<file path="config.mk">
export PLATFORM = sky130hd
export DESIGN_NAME = mem_access_unit
export DESIGN_NICKNAME = d
export VERILOG_FILES = /design/src/rtl/mem_access_unit.sv
export SDC_FILE = /design/constraint.sdc
export NUM_CORES = 1
export LEC_CHECK = 0
export ABC_CLOCK_PERIOD_IN_PS = 4000
export CAP_MARGIN = 5
export CORE_ASPECT_RATIO = 1.25
export CORE_MARGIN = 10
export CORE_UTILIZATION = 45
export DETAILED_ROUTE_END_ITERATION = 6
export DONT_BUFFER_PORTS = 1
export MAX_ROUTING_LAYER = met4
export PLACE_DENSITY = 0.71
export SYNTH_ARGS = -nofsm -noshare
export SYNTH_HDL_FRONTEND = slang
export SYNTH_SLANG_ARGS = --single-unit
</file>
<file path="constraint.sdc">
create_clock -name clk -period 4 [get_ports clk]
set_input_delay 1.2 -clock clk [delete_from_list [all_inputs] [get_ports clk]]
set_output_delay 1.2 -clock clk [all_outputs]
set_load 0.01 [all_outputs]
</file>
<file path="src/rtl/mem_access_unit.sv">
// rtl/mem_access_unit.sv - data-memory access stage: req/ack memory port, load/store formatting, pipeline stall
//
// Purpose:
//   Turns the MEM-stage load/store control bits and the ALU address into one
//   req/ack transaction on the data-memory port. It stalls the pipeline while
//   the transaction is outstanding, then presents the formatted load result
//   for one DONE cycle.
//
// Parameters:
//   TIMEOUT_CYCLES   WAIT cycles without ack before a fault (0 = no timeout)
//
// Ports:
//   clk              pipeline clock, rising edge
//   reset            asynchronous active-high reset
//   mem_enable_in    instruction in MEM wants a memory access
//   mem_rw_in        1 = store, 0 = load
//   mem_size_in      1 = byte, 0 = word
//   addr_in          effective byte address
//   store_data_in    store source value
//   dmem_req         transaction request, held until ack/timeout
//   dmem_we          write enable of the current transaction
//   dmem_addr        word-aligned address
//   dmem_be          byte enables
//   dmem_wdata       write data (byte stores replicated on all lanes)
//   dmem_rdata       read data, valid with dmem_ack
//   dmem_ack         transaction complete
//   stall_out        hold upstream stages, bubble into MEM/WB
//   load_data_out    formatted load result
//   access_done_out  one-cycle pulse in DONE
//   mem_fault_out    one-cycle pulse in DONE when the access timed out

module mem_access_unit #(
   parameter int unsigned TIMEOUT_CYCLES = 16
) (
   input  logic        clk,
   input  logic        reset,
   input  logic        mem_enable_in,
   input  logic        mem_rw_in,
   input  logic        mem_size_in,
   input  logic [31:0] addr_in,
   input  logic [31:0] store_data_in,
   output logic        dmem_req,
   output logic        dmem_we,
   output logic [31:0] dmem_addr,
   output logic [3:0]  dmem_be,
   output logic [31:0] dmem_wdata,
   input  logic [31:0] dmem_rdata,
   input  logic        dmem_ack,
   output logic        stall_out,
   output logic [31:0] load_data_out,
   output logic        access_done_out,
   output logic        mem_fault_out
);

   localparam int CW = (TIMEOUT_CYCLES > 1) ? $clog2(TIMEOUT_CYCLES) : 1;
   localparam bit TO_EN = (TIMEOUT_CYCLES != 0);
   localparam logic [CW-1:0] CNT_LAST = CW'((TIMEOUT_CYCLES > 0) ? TIMEOUT_CYCLES - 1 : 0);

   typedef enum logic [1:0] {
      S_IDLE = 2'd0,
      S_WAIT = 2'd1,
      S_DONE = 2'd2
   } state_t;

   state_t        state_q, state_d;
   logic          req_q, req_d;
   logic          we_q, we_d;
   logic [31:0]   addr_q, addr_d;
   logic [3:0]    be_q, be_d;
   logic [31:0]   wdata_q, wdata_d;
   logic [1:0]    off_q, off_d;    // byte offset kept for load formatting
   logic          size_q, size_d;
   logic [31:0]   load_q, load_d;
   logic [CW-1:0] cnt_q, cnt_d;
   logic          done_q, done_d;
   logic          fault_q, fault_d;
   logic [31:0]   fmt_data;

   // Load formatting: word loads rotate right by the byte offset (ARM
   // unaligned LDR), byte loads zero-extend the addressed little-endian lane.
   always_comb begin
      fmt_data = dmem_rdata;
      if (size_q) begin
         unique case (off_q)
            2'd0:    fmt_data = {24'h0, dmem_rdata[7:0]};
            2'd1:    fmt_data = {24'h0, dmem_rdata[15:8]};
            2'd2:    fmt_data = {24'h0, dmem_rdata[23:16]};
            default: fmt_data = {24'h0, dmem_rdata[31:24]};
         endcase
      end else begin
         unique case (off_q)
            2'd0:    fmt_data = dmem_rdata;
            2'd1:    fmt_data = {dmem_rdata[7:0],  dmem_rdata[31:8]};
            2'd2:    fmt_data = {dmem_rdata[15:0], dmem_rdata[31:16]};
            default: fmt_data = {dmem_rdata[23:0], dmem_rdata[31:24]};
         endcase
      end
   end

   always_comb begin
      state_d = state_q;
      req_d   = req_q;
      we_d    = we_q;
      addr_d  = addr_q;
      be_d    = be_q;
      wdata_d = wdata_q;
      off_d   = off_q;
      size_d  = size_q;
      load_d  = load_q;
      cnt_d   = cnt_q;
      done_d  = 1'b0;
      fault_d = 1'b0;

      unique case (state_q)
         S_IDLE: begin
            if (mem_enable_in) begin
               req_d  = 1'b1;
               we_d   = mem_rw_in;
               addr_d = {addr_in[31:2], 2'b00};
               off_d  = addr_in[1:0];
               size_d = mem_size_in;
               cnt_d  = '0;
               if (mem_size_in) begin
                  be_d    = 4'b0001 << addr_in[1:0];
                  wdata_d = {4{store_data_in[7:0]}};
               end else begin
                  // misaligned word accesses are simply forced aligned
                  be_d    = 4'hF;
                  wdata_d = store_data_in;
               end
               state_d = S_WAIT;
            end
         end

         S_WAIT: begin
            // ack is checked first so that it wins over a same-edge timeout
            if (dmem_ack) begin
               req_d = 1'b0;
               if (!we_q) begin
                  load_d = fmt_data;
               end
               done_d  = 1'b1;
               state_d = S_DONE;
            end else begin
               cnt_d = cnt_q + 1'b1;
               if (TO_EN && (cnt_q == CNT_LAST)) begin
                  req_d   = 1'b0;
                  load_d  = '0;
                  done_d  = 1'b1;
                  fault_d = 1'b1;
                  state_d = S_DONE;
               end
            end
         end

         S_DONE: begin
            // same instruction is still presenting mem_enable_in; do not restart
            state_d = S_IDLE;
         end

         default: begin
            state_d = S_IDLE;
         end
      endcase
   end

   always_ff @(posedge clk or posedge reset) begin
      if (reset) begin
         state_q <= S_IDLE;
         req_q   <= 1'b0;
         we_q    <= 1'b0;
         addr_q  <= '0;
         be_q    <= '0;
         wdata_q <= '0;
         off_q   <= '0;
         size_q  <= 1'b0;
         load_q  <= '0;
         cnt_q   <= '0;
         done_q  <= 1'b0;
         fault_q <= 1'b0;
      end else begin
         state_q <= state_d;
         req_q   <= req_d;
         we_q    <= we_d;
         addr_q  <= addr_d;
         be_q    <= be_d;
         wdata_q <= wdata_d;
         off_q   <= off_d;
         size_q  <= size_d;
         load_q  <= load_d;
         cnt_q   <= cnt_d;
         done_q  <= done_d;
         fault_q <= fault_d;
      end
   end

   assign dmem_req        = req_q;
   assign dmem_we         = we_q;
   assign dmem_addr       = addr_q;
   assign dmem_be         = be_q;
   assign dmem_wdata      = wdata_q;
   assign load_data_out   = load_q;
   assign access_done_out = done_q;
   assign mem_fault_out   = fault_q;

   // stall in the request cycle itself, and for every WAIT cycle; DONE releases
   assign stall_out = ((state_q == S_IDLE) && mem_enable_in) || (state_q == S_WAIT);

endmodule

</file>
==> flow_summary.json, run 1 <==
{
  "slew_violations": 0,
  "crit_path_cell_trace": "nor2_1, nor2_1",
  "instances_no_fill": 611,
  "wire_per_inst_um": 21.48,
  "r2r_slack_ns": 1.76,
  "worst_ep_required_time_ns": 2.80,
  "ctsRootBufferMaster": "clkbuf_16",
  "nets": 574,
  "critPathKind": "input port to output port",
  "yosys.area.top_type": "dfrtp_1",
  "grt.total_usage_pct": 16.41,
  "grt_first_pass_wirelength_um": 20490,
  "drive_above_1_share_pct": 5.252,
  "ys_types": 29,
  "fp.dieW_um": 115.0,
  "synthTopCellsByArea": "dfrtp_1, mux2i_1, nand2_1",
  "initial_core_util_pct": 45.79,
  "power.density_nw_per_um2": 744.0,
  "critPathLaunchType": "input port",
  "hold_class": "register to register",
  "finalWeightedCongestion": 0.8209,
  "yosysWarnings": 0,
  "finalCriticalPeriod_ns": 2.621,
  "cts_buffers": 9,
  "cts_hold_buf": 0,
  "h-tree-depth": 3,
  "port_buffers": 0,
  "async_flop_share_pct": 100.0,
  "synth-seq-cells": 111,
  "syn_avg_cell_area_um2": 10.36,
  "dp_cells": 595,
  "diodes": 0,
  "fin_setup_tns_ns": 0,
  "hold_violations": 0,
  "io_pins": 207,
  "cp_slowest_stage_delay_ns": 0.19,
  "drc": 0,
  "relSlewSlack_pct": 25.06,
  "ys_seq_area_share_pct": 54.73,
  "antenna_found_initial": 0,
  "netlist_area_um2": 5075,
  "worst_slew_pin_slew_ns": 1.124,
  "routed_wl_um": 13130,
  "fmaxAchievable_mhz": 381.6,
  "ir_worst_vdd_mv": 0.2718,
  "critical_path_buf_inv_count": 0,
  "synth_flop_cell": "dfrtp_1",
  "cts_tree": "built",
  "synthTopCellsByCount": "nand2_1, dfrtp_1, mux2i_1",
  "cts_resized": 0,
  "cap_violations": 0,
  "drt_iter0_drc": 178,
  "row_count": 43,
  "area_growth_pct": 7.150,
  "fill_cells": 1007,
  "synth_most_common_cell": "nand2_1",
  "worstPathArrival_ns": 1.42,
  "cp_top_family": "simple AND/OR/NAND/NOR gates",
  "via_count": 3441,
  "grt_max_degree": 93,
  "worst_hold_slack_ns": 0.4775,
  "hold_depth": 2,
  "finalCritPeriodShare_pct": 65.52,
  "grt_pass1_vias": 3648,
  "cpMostUsedCell": "nor2_1",
  "clock_sinks": 111,
  "slowest_stage": "nor2_1",
  "clkTransAtPathRegs_ns": 0.07,
  "setup-violations-final": 0,
  "multi_input_area_um2": 2122,
  "r2r_end": "load_data_out[7]",
  "register_area_um2": 2779,
  "rr_startpoint": "cnt_q[0]",
  "clk-insertion-delay-late_ns": 0.34,
  "cp_max_fo": 3,
  "fp.coreArea_um2": 11080,
  "die_y_um": 138.7,
  "rsz0062_at_grt": "false",
  "cp_num_cells": 2,
  "hold_start": "off_q[1]",
  "leakagePower_nw": 2.677,
  "yosysTopAreaCellShare_pct": 54.73,
  "worst_r2r_path_depth": 4,
  "viasPerCell": 5.632,
  "die_area_um2": 15950,
  "synth_cells": 490,
  "clock_skew_ns": 0.009132,
  "postCtsSetupBuffers": 0,
  "synth_edf_count": 0,
  "crit_path_end_kind": "output port",
  "dr.pass1.iters": 4,
  "whs_endpoint": "off_q[1]",
  "antenna_left": 0,
  "hpwl_um": 9810,
  "outcome": "complete, no violations",
  "grt_overflow": 0,
  "ctsLongestPathBuffers": 2
}
how the worst max path moves through the flow:
stage             startpoint           endpoint
2_1_floorplan  mem_enable_in          stall_out
3_3_place_gp   mem_enable_in          stall_out
3_5_place_dp        dmem_ack  load_data_out[18]
4_1_cts        mem_enable_in          stall_out
5_1_grt        mem_enable_in          stall_out
6_report       mem_enable_in          stall_out
metal layers:
metal  share of wire, %  GRT usage [%]  vias to the layer above
met4               0.92          4.112                        0
met5                  0              -                        -
met2                 48          25.21                      146
met1                 38          18.19                     1669
li1                   -              -                     1618
met3                 14          8.874                        8
where the power goes:
| part | internal (mW) | switching [mW] |
|---|---|---|
| Combinational | 0.461 | 0.497 |
| Clock | 0.490 | 0.398 |
| Sequential | 1.56 | 0.640 |
layout make-up:
type	instances	share of cell area, %
Multi-Input combinational cell	340	39.02
Inverter	3	0.2761
Tap cell	135	3.106
Clock buffer	10	4.211
Clock inverter	6	1.220
Sequential cell	111	51.10
Timing Repair Buffer	6	1.058
registers in the layout, indices dropped and copies added, names as in the netlist:
name / flops
dmem_wdata: 32
load_data_out: 32
dmem_addr: 30
cnt_q: 4
dmem_be: 4
off_q: 2
state_q: 2
access_done_out: 1
dmem_req: 1
dmem_we: 1
mem_fault_out: 1
size_q: 1
cell families (layout without fill, tap and decap cells):
kind of cell,count (synthesis),count (layout),synth area share [%]
compound gates,73,73,9.837
other cells,1,2,0.07389
buf+inv,40,25,3.698
fa+ha+maj,1,1,0.2465
simple gates,176,176,14.05
flops,111,111,54.73
mux,88,88,17.36
per-stage QoR:
step	power, mW	util [%]	setup WS (ns)	instance area (µm²)
after floorplan	2.899	-	1.405	5082
after global placement	3.139	46.40	1.356	5142
after detailed placement	3.206	46.40	1.285	5142
after CTS	4.112	49.06	1.367	5438
after global routing	4.333	49.06	1.358	5438
final	4.045	49.06	1.379	5438
cells in the final DEF, fill, tap and decap left out, drive strengths merged:
master	synthesis	layout
a31oi	4	4
o21ai	30	30
clkinvlp	0	1
a22o	32	32
dfrtp	111	111
nand2b	4	4
clkinv	0	3
nor3b	2	2
mux2i	88	88
or3b	2	2
inv	3	4
o21a	1	1
ha	1	1
a21oi	4	4
or3	2	2
clkbuf	18	10
buf	19	6
nor2b	1	1
nand2	153	153
and4bb	1	1
conb	1	2
a211o	1	1
nand3	3	3
bufinv	0	1
nor2	8	8
o211ai	1	1
Note: power is estimated with default switching activity, not from simulation.
==> run 2, diff against run 1 <==
--- a/config.mk
+++ b/config.mk
@@ -5,7 +5,7 @@
 export SDC_FILE = /design/constraint.sdc
 export NUM_CORES = 1
 export LEC_CHECK = 0
-export ABC_CLOCK_PERIOD_IN_PS = 4000
+export ABC_CLOCK_PERIOD_IN_PS = 2200
 export CAP_MARGIN = 5
 export CORE_ASPECT_RATIO = 1.25
 export CORE_MARGIN = 10
==> constraint.sdc (replaced) <==
create_clock -name clk -period 2.2 [get_ports clk]
set_input_delay 0.66 -clock clk [delete_from_list [all_inputs] [get_ports clk]]
set_output_delay 0.66 -clock clk [all_outputs]
set_load 0.01 [all_outputs]
==> run 2 against run 1 <==
First-iteration DRC count increased by 14%. Die area unchanged. Register-to-register slack got worse by 1.3 ns. Core utilization increased by 1.1 points. Setup slack got worse by 0.97 ns. Flip-flop and latch count unchanged. Worst hold slack got worse by 0.19 ns. Power increased by 89%. Sequential share of layout area decreased by 1.1 points. Clock-buffer cell count decreased by 1. Via count about the same.
==> flow_summary.json, run 2 (synthesized netlist as in run 1, its figures left out) <==
{
  "critPathLaunchType": "register",
  "antenna_left": 0,
  "crit_path_end_kind": "output port",
  "finalWorstSetupSlack_ns": 0.4075,
  "grt_overflow": 0,
  "seq_power_share_pct": 51.6,
  "post-place-ws_ns": 0.4664,
  "slew_violations": 0,
  "layout_common_cells": "nand2_1, dfrtp_1, mux2i_1, a22o_1, o21ai_0",
  "power.density_nw_per_um2": 1375,
  "worst_slew_pin_slew_ns": 0.5119,
  "row_count": 43,
  "cap_violations": 0,
  "postCtsSetupBuffers": 0,
  "rsz0062_at_grt": "false",
  "clkTransAtPathRegs_ns": 0.07,
  "worstPathArrival_ns": 1.13,
  "routed_wl_um": 12960,
  "critPathKind": "register to output port",
  "leakagePower_nw": 2.729,
  "diodes": 0,
  "fp.dieW_um": 115.0,
  "dr.pass1.iters": 4,
  "hpwl_um": 9860,
  "grt_first_pass_wirelength_um": 20360,
  "crit_path_cell_trace": "nor2_1, nor2_1",
  "slowest_stage": "dfrtp_1",
  "antenna_found_initial": 0,
  "hold_class": "input port to asynchronous set/reset pin",
  "viasPerCell": 5.584,
  "setup-violations-final": 0,
  "initial_core_util_pct": 45.79,
  "cp_slowest_stage_delay_ns": 0.49,
  "nets": 579,
  "clock_skew_ns": 0.003930,
  "grt.total_usage_pct": 16.36,
  "finalCritPeriodShare_pct": 81.48,
  "cts_tree": "built",
  "drt_iter0_drc": 203,
  "ir_worst_vdd_mv": 0.6051,
  "cp_max_fo": 7,
  "worst_ep_required_time_ns": 1.54,
  "ctsLongestPathBuffers": 2,
  "comb_power_share_pct": 24.3,
  "grt_pass1_vias": 3573,
  "die_area_um2": 15950,
  "clk-insertion-delay-late_ns": 0.34,
  "clkPwrFrac_pct": 24.1,
  "die_y_um": 138.7,
  "cts_hold_buf": 0,
  "fmaxAchievable_mhz": 557.9,
  "finalWeightedCongestion": 0.7946,
  "fin_setup_tns_ns": 0,
  "grt_max_degree": 61,
  "hold_violations": 0,
  "area_growth_pct": 9.591,
  "fp.coreArea_um2": 11080,
  "cts_buffers": 9,
  "switching_share_pct": 36.69,
  "cts_resized": 0,
  "outcome": "complete, no violations",
  "drive_above_1_share_pct": 6.445,
  "io_pins": 207,
  "via_count": 3440,
  "layout_commonest_cell": "nand2_1",
  "port_buffers": 0,
  "relSlewSlack_pct": 65.87,
  "power_switching_mw": 2.805,
  "finalCriticalPeriod_ns": 1.792,
  "ctsRootBufferMaster": "clkbuf_16",
  "h-tree-depth": 3,
  "fill_cells": 1008,
  "clock_sinks": 111,
  "power_report.internal_total_mw": 4.840,
  "drc": 0,
  "cpMostUsedCell": "nor2_1",
  "wire_per_inst_um": 21.04
}
-- run 2: changes by cell type in the layout (fill, tap and decap cells not counted), sizes merged --
cell / previous run / this run
clkinvlp: 1 / 3
buf: 6 / 11
clkinv: 3 / 1
clkbuf: 10 / 9
bufinv: 1 / 3
inv: 4 / 3
-- run 2: layout make-up --
| class | instances | area (µm²) | area share [%] |
|---|---|---|---|
| inverters | 3 | 15.01 | 0.2700 |
| flip-flops and latches | 111 | 2779 | 49.97 |
| well taps | 135 | 168.9 | 3.037 |
| repair buffers | 11 | 132.6 | 2.385 |
| clock buffers | 9 | 225.2 | 4.049 |
| multi-input cells | 340 | 2122 | 38.16 |
| clock inverters | 7 | 118.9 | 2.137 |
-- run 2: layer usage --
layer	up-vias	track usage, %	wire, µm	part of all wire, %
met5	-	-	0	0
met4	0	3.916	81	0.62
met3	5	8.745	1845	14
met2	157	24.91	6184	48
met1	1649	18.47	4852	37
li1	1629	-	-	-
-- run 2: worst paths after layout --
| kind | from | endpoint | slack (ns) | cells past startpoint |
|---|---|---|---|---|
| min | reset | load_data_out[21] | 0.29 | 2 |
| max reg2reg | cnt_q[0] | load_data_out[23] | 0.45 | 5 |
| max | state_q[0] | stall_out | 0.41 | 2 |
| min in group clk | mem_size_in | dmem_be[2] | 0.41 | 1 |
| min reg2reg | off_q[1] | off_q[1] | 0.48 | 2 |
| max in group asynchronous | reset | dmem_wdata[17] | 1.62 | 2 |
-- run 2: through the flow --
step	cells	utilization [%]	power [mW]	area (µm²)	hold WS (ns)
final	616	50.18	7.645	5562	0.2923
after global routing	616	50.18	8.176	5562	0.2948
after CTS	616	50.18	7.755	5562	0.2970
after detailed placement	600	47.08	5.898	5218	0.4640
after global placement	600	47.08	5.784	5218	0.4582
after floorplan	491	-	5.271	5082	0.4469
-- run 2: power groups by stage --
stage	clock (mW)	sequential [mW]	combinational (mW)
floorplan	0	3.63	1.64
global placement	0	3.99	1.79
detailed placement	0	4.00	1.90
CTS	1.89	3.98	1.89
global route	1.98	4.07	2.12
finish	1.84	3.95	1.86
-- run 2: worst max-delay path, delay by kind of cell (launching register included) --
family | cells | cell delay, ns
flops | 1 | 0.49
simple gates | 2 | 0.31
==> RTL edit 1, RTL diff (flow settings as in run 1) <==
Encoding of `state_t`: now one-hot (3 bits for 3 states).
--- a/src/rtl/mem_access_unit.sv
+++ b/src/rtl/mem_access_unit.sv
@@ -58,6 +58,6 @@
 
-   typedef enum logic [1:0] {
-      S_IDLE = 2'd0,
-      S_WAIT = 2'd1,
-      S_DONE = 2'd2
+   typedef enum logic [2:0] {
+      S_IDLE = 3'b001,
+      S_WAIT = 3'b010,
+      S_DONE = 3'b100
    } state_t;
Check against the original RTL: same outputs for any inputs over 4 cycles, from zero or initial values and one cycle with reset high; so few cycles prove little.
==> RTL edit 1 against run 1 <==
Routed wire length up 2.4%; via count up 3.8%; synthesized area up 3.4%; sequential cell count up 1; setup slack worse by 0.058 ns; total power up 8.2%; critical path depth unchanged; sequential share of layout area down 1.2 points; non-clock buffer count unchanged; first-iteration DRC count up 51%; count of clock-buffer cells in the layout down 1; final area up 3.4%; clock skew down 0.0012 ns; combinational power up 17%; critical endpoint unchanged; largest power group unchanged.
==> RTL edit 1: results (changes against run 1) <==
[routing]
drt-total-wl_um = 13400  ; +2.4%
vias = 3572  ; +3.8%
wl_met2_um = 6350  ; +1.7%
drt-initial-drc-count = 269  ; +51%
met3_length_um = 1980  ; +9.5%
first_pass_iters = 5  ; +1
highest_layer = met4
m1WireLength_um = 4800  ; -3.2%

[finish]
drive_gt1_share_pct = 12.1  ; +6.9 points
final_net_count = 585  ; +1.9%
n_fill_cell = 1049  ; +4.2%
n_antenna_cell = 0  ; unchanged

[min_path]
hp-class = reg2reg

[synthesis]
ys.flop_type = dfrtp_1
netlist_top_cells_count = nand2_1 (165), dfrtp_1 (111), mux2i_1 (57)
yosys.cell_types.count = 39  ; +34%
ys_seq_area_share_pct = 53.4  ; -1.3 points
synthArstFlopShare_pct = 100  ; unchanged
synth_area_leaders = dfrtp_1 (53%), nand2_1 (12%), mux2i_1 (11%), mux2_2 (4.9%), mux4_2 (3.4%)
synth_warnings = 0  ; unchanged

[placement]
port_buffers = 0  ; unchanged
dp_slack_ns = 1.32  ; +0.0301 ns
gp_congestion = 0.764  ; -7.0%
dp_hpwl_um = 10100  ; +2.9%

[grt]
grt_usage_pct = 16.6  ; +0.18 points
grt_use_met1_pct = 17.9  ; -0.31 points
grt_pass1_wl_um = 20900  ; +2.0%
antenna_found_initial = 0  ; unchanged
grt_max_degree = 113  ; +22%
grt_pass1_vias = 3772  ; +3.4%
use_met3_pct = 8.45  ; -0.42 points
grtUsageMet2_pct = 25.7  ; +0.51 points

[cts]
clock-root-buffer = clkbuf_16
cts.htree.levels = 3  ; unchanged
cts_resized = 0  ; unchanged
numCtsBuffers = 9  ; unchanged
clk_pin_slew_worst_paths_ns = 0.07  ; about the same
clock_latency_ns = 0.34  ; about the same

[timing]
worst_slew_pin_slew_ns = 1.11  ; -0.0187 ns
skew_ns = 0.00791  ; -0.00122 ns

[pwr]
p_leak_nw = 2.67  ; -0.22%
peakVddDrop_mv = 0.335  ; +23%

[status]
status = completed

[critical_path]
critPathMaxFanout = 7  ; +4
crit_arrival_ns = 1.48  ; +0.06 ns

[RTL edit 1: cell types whose count changed after synthesis, moves of 5 or more]
cell       delta
a22o_1       -32
mux2_2       +23
mux2i_1      -31
mux4_2        +8
nand2_1      +12
o21ai_0       -5
o22ai_1      +24
o2bb2ai_1     +8
[RTL edit 1: worst paths after layout]
kind                                 start           endpoint  slack (ns)  cells after the start
worst max-delay path            state_q[1]          stall_out        1.32                      2
worst min-delay path                size_q             size_q        0.49                      2
worst max register to register    off_q[1]  load_data_out[12]        1.86                      3
worst min register to register      size_q             size_q        0.49                      2
max in group asynchronous            reset  load_data_out[31]        2.61                      2
min in group asynchronous            reset  load_data_out[25]        0.84                      2
[RTL edit 1: cells by family after synthesis]
group | count (synthesis) | synth area share (%)
buf+inv | 40 | 3.91
simple gates | 192 | 15.1
fa+ha+maj | 1 | 0.238
other cells | 1 | 0.0714
flops | 112 | 53.4
compound gates | 67 | 7.82
mux | 89 | 19.5
[RTL edit 1: through the flow]
stage          instances  instance area [µm²]
2_1_floorplan        503                 5260
3_3_place_gp         609                 5320
3_5_place_dp         609                 5320
4_1_cts              625                 5620
5_1_grt              625                 5620
6_report             625                 5620
[RTL edit 1: layout make-up]
class                           instances  share of cell area (%)
Sequential cell                       112                    49.9
Inverter                                2                   0.200
Clock inverter                          7                    1.38
Timing Repair Buffer                    6                    1.02
Multi-Input combinational cell        351                    40.4
Tap cell                              138                    3.07
Clock buffer                            9                    4.00
[RTL edit 1: worst max-delay path, stage by stage (launching register included)]
cell     delay [ns]
dfrtp_1        0.49
or3b_1         0.45
nand2_1        0.21
[RTL edit 1: report_power, final]
group	internal, W	leakage [nW]	switching, W
clock	0.000491	0.140	0.000415
combinational	0.000545	1.12	0.000573
sequential	0.00162	1.41	0.000738
==> RTL edit 2, RTL diff (flow settings as in run 1) <==
Made on the original files. Set the parameter `TIMEOUT_CYCLES` to 64 (it was 16).
--- a/src/rtl/mem_access_unit.sv
+++ b/src/rtl/mem_access_unit.sv
@@ -32,3 +32,3 @@
 module mem_access_unit #(
-   parameter int unsigned TIMEOUT_CYCLES = 16
+   parameter int unsigned TIMEOUT_CYCLES = 64
 ) (
Check against the original RTL: no difference found for any inputs over 4 cycles, from zero or initial values and one cycle with reset high; that may be too few to reach the edited logic, so the function may still have changed.
==> RTL edit 2 against run 1 <==
Sequential share of layout area decreased by 3.1 points; count of clock-buffer cells in the layout up 11; largest cell class unchanged; sequential cell count rose by 2; critical path type unchanged; sequential power down 4%; setup slack got worse by 0.042 ns; cell count is 4.7% higher; synthesized area increased by 3.8%; maximum frequency down 1.6%; routed wire length grew 2.8%; final area is 8.2% higher; critical path depth stayed put; hold slack better by 0.035 ns; total power grew 14%; critical endpoint unchanged.
==> RTL edit 2: results (changes against run 1) <==
[status]
status = completed

[grt]
grt_pass1_vias = 3798  ; +4.1%
use_met3_pct = 8.03  ; -0.85 points
grt_max_degree = 96  ; +3.2%

[finish]
n_all_buffers = 4  ; -2
drive_gt1_share_pct = 13.9  ; +8.7 points
seq_area_um2 = 2830  ; +1.8%
clock_tree_area_fraction_pct = 10.8  ; +5.3 points
multiInputGateArea_um2 = 2200  ; +3.5%
multi_input_gates = 352  ; +3.5%
n_fill_cell = 1031  ; +2.4%
final_net_count = 593  ; +3.3%

[critical_path]
slowest_delay_ns = 0.24  ; +0.05 ns
rrSetupSlack_ns = 1.72  ; -0.04 ns
reg2reg_depth = 3  ; -1
crit_arrival_ns = 1.46  ; +0.04 ns
r2r_end = load_data_out[27]
worstReg2RegStart = state_q[1]

[routing]
m1WireLength_um = 4870  ; -1.8%
wl_met2_um = 6520  ; +4.5%
vias = 3656  ; +6.2%
drt-total-wl_um = 13500  ; +2.8%

[synthesis]
netlist_top_cells_count = nand2_1 (156), dfrtp_1 (113), mux2i_1 (58)
ys_seq_area_share_pct = 53.7  ; -1.0 points
synth_area_leaders = dfrtp_1 (54%), nand2_1 (11%), mux2i_1 (11%), mux2_2 (6.4%), o22ai_1 (3.8%)
ys_ff_latch = 113  ; +1.8%

[pwr]
p_switching_w = 0.00154  ; +0.53%
p_leak_nw = 2.87  ; +7.1%
powerDensity_nw_per_um2 = 784  ; +5.4%

[floorplanning]
dieArea_um2 = 16500  ; +3.2%

[placement]
gp_congestion = 0.817  ; -0.51%
place_area_um2 = 5250  ; +2.1%
dp_hpwl_um = 10200  ; +3.5%

[timing]
skew_ns = 0.00797  ; -0.00116 ns
whs_ns = 0.513  ; +0.0354 ns

[cts]
clock_latency_ns = 0.40  ; +0.06 ns

[RTL edit 2: metrics by stage]
step | std cells | setup slack, ns
global placement | 609 | 1.22
finish | 640 | 1.34
detailed placement | 609 | 1.17
global route | 640 | 1.31
CTS | 640 | 1.32
floorplan | 504 | 1.41
[RTL edit 2: logic make-up after synthesis]
| family | after synthesis | share of synthesized area, % |
|---|---|---|
| adders and majority gates | 1 | 0.238 |
| buffers and inverters | 39 | 4.82 |
| muxes | 90 | 17.9 |
| DFF | 113 | 53.7 |
| and+or+nand+nor | 187 | 15.0 |
| other | 1 | 0.0712 |
| xor gates and xnor gates | 1 | 0.166 |
| AOI/OAI and AO/OA | 71 | 8.13 |
[RTL edit 2: power groups by stage]
stage / Sequential [W] / Clock (W) / Combinational, W
floorplan: 0.00196 / 0 / 0.000842
global placement: 0.00213 / 0 / 0.000866
detailed placement: 0.00213 / 0 / 0.000926
CTS: 0.00213 / 0.00164 / 0.000919
global route: 0.00217 / 0.00169 / 0.00104
finish: 0.00211 / 0.00161 / 0.000902
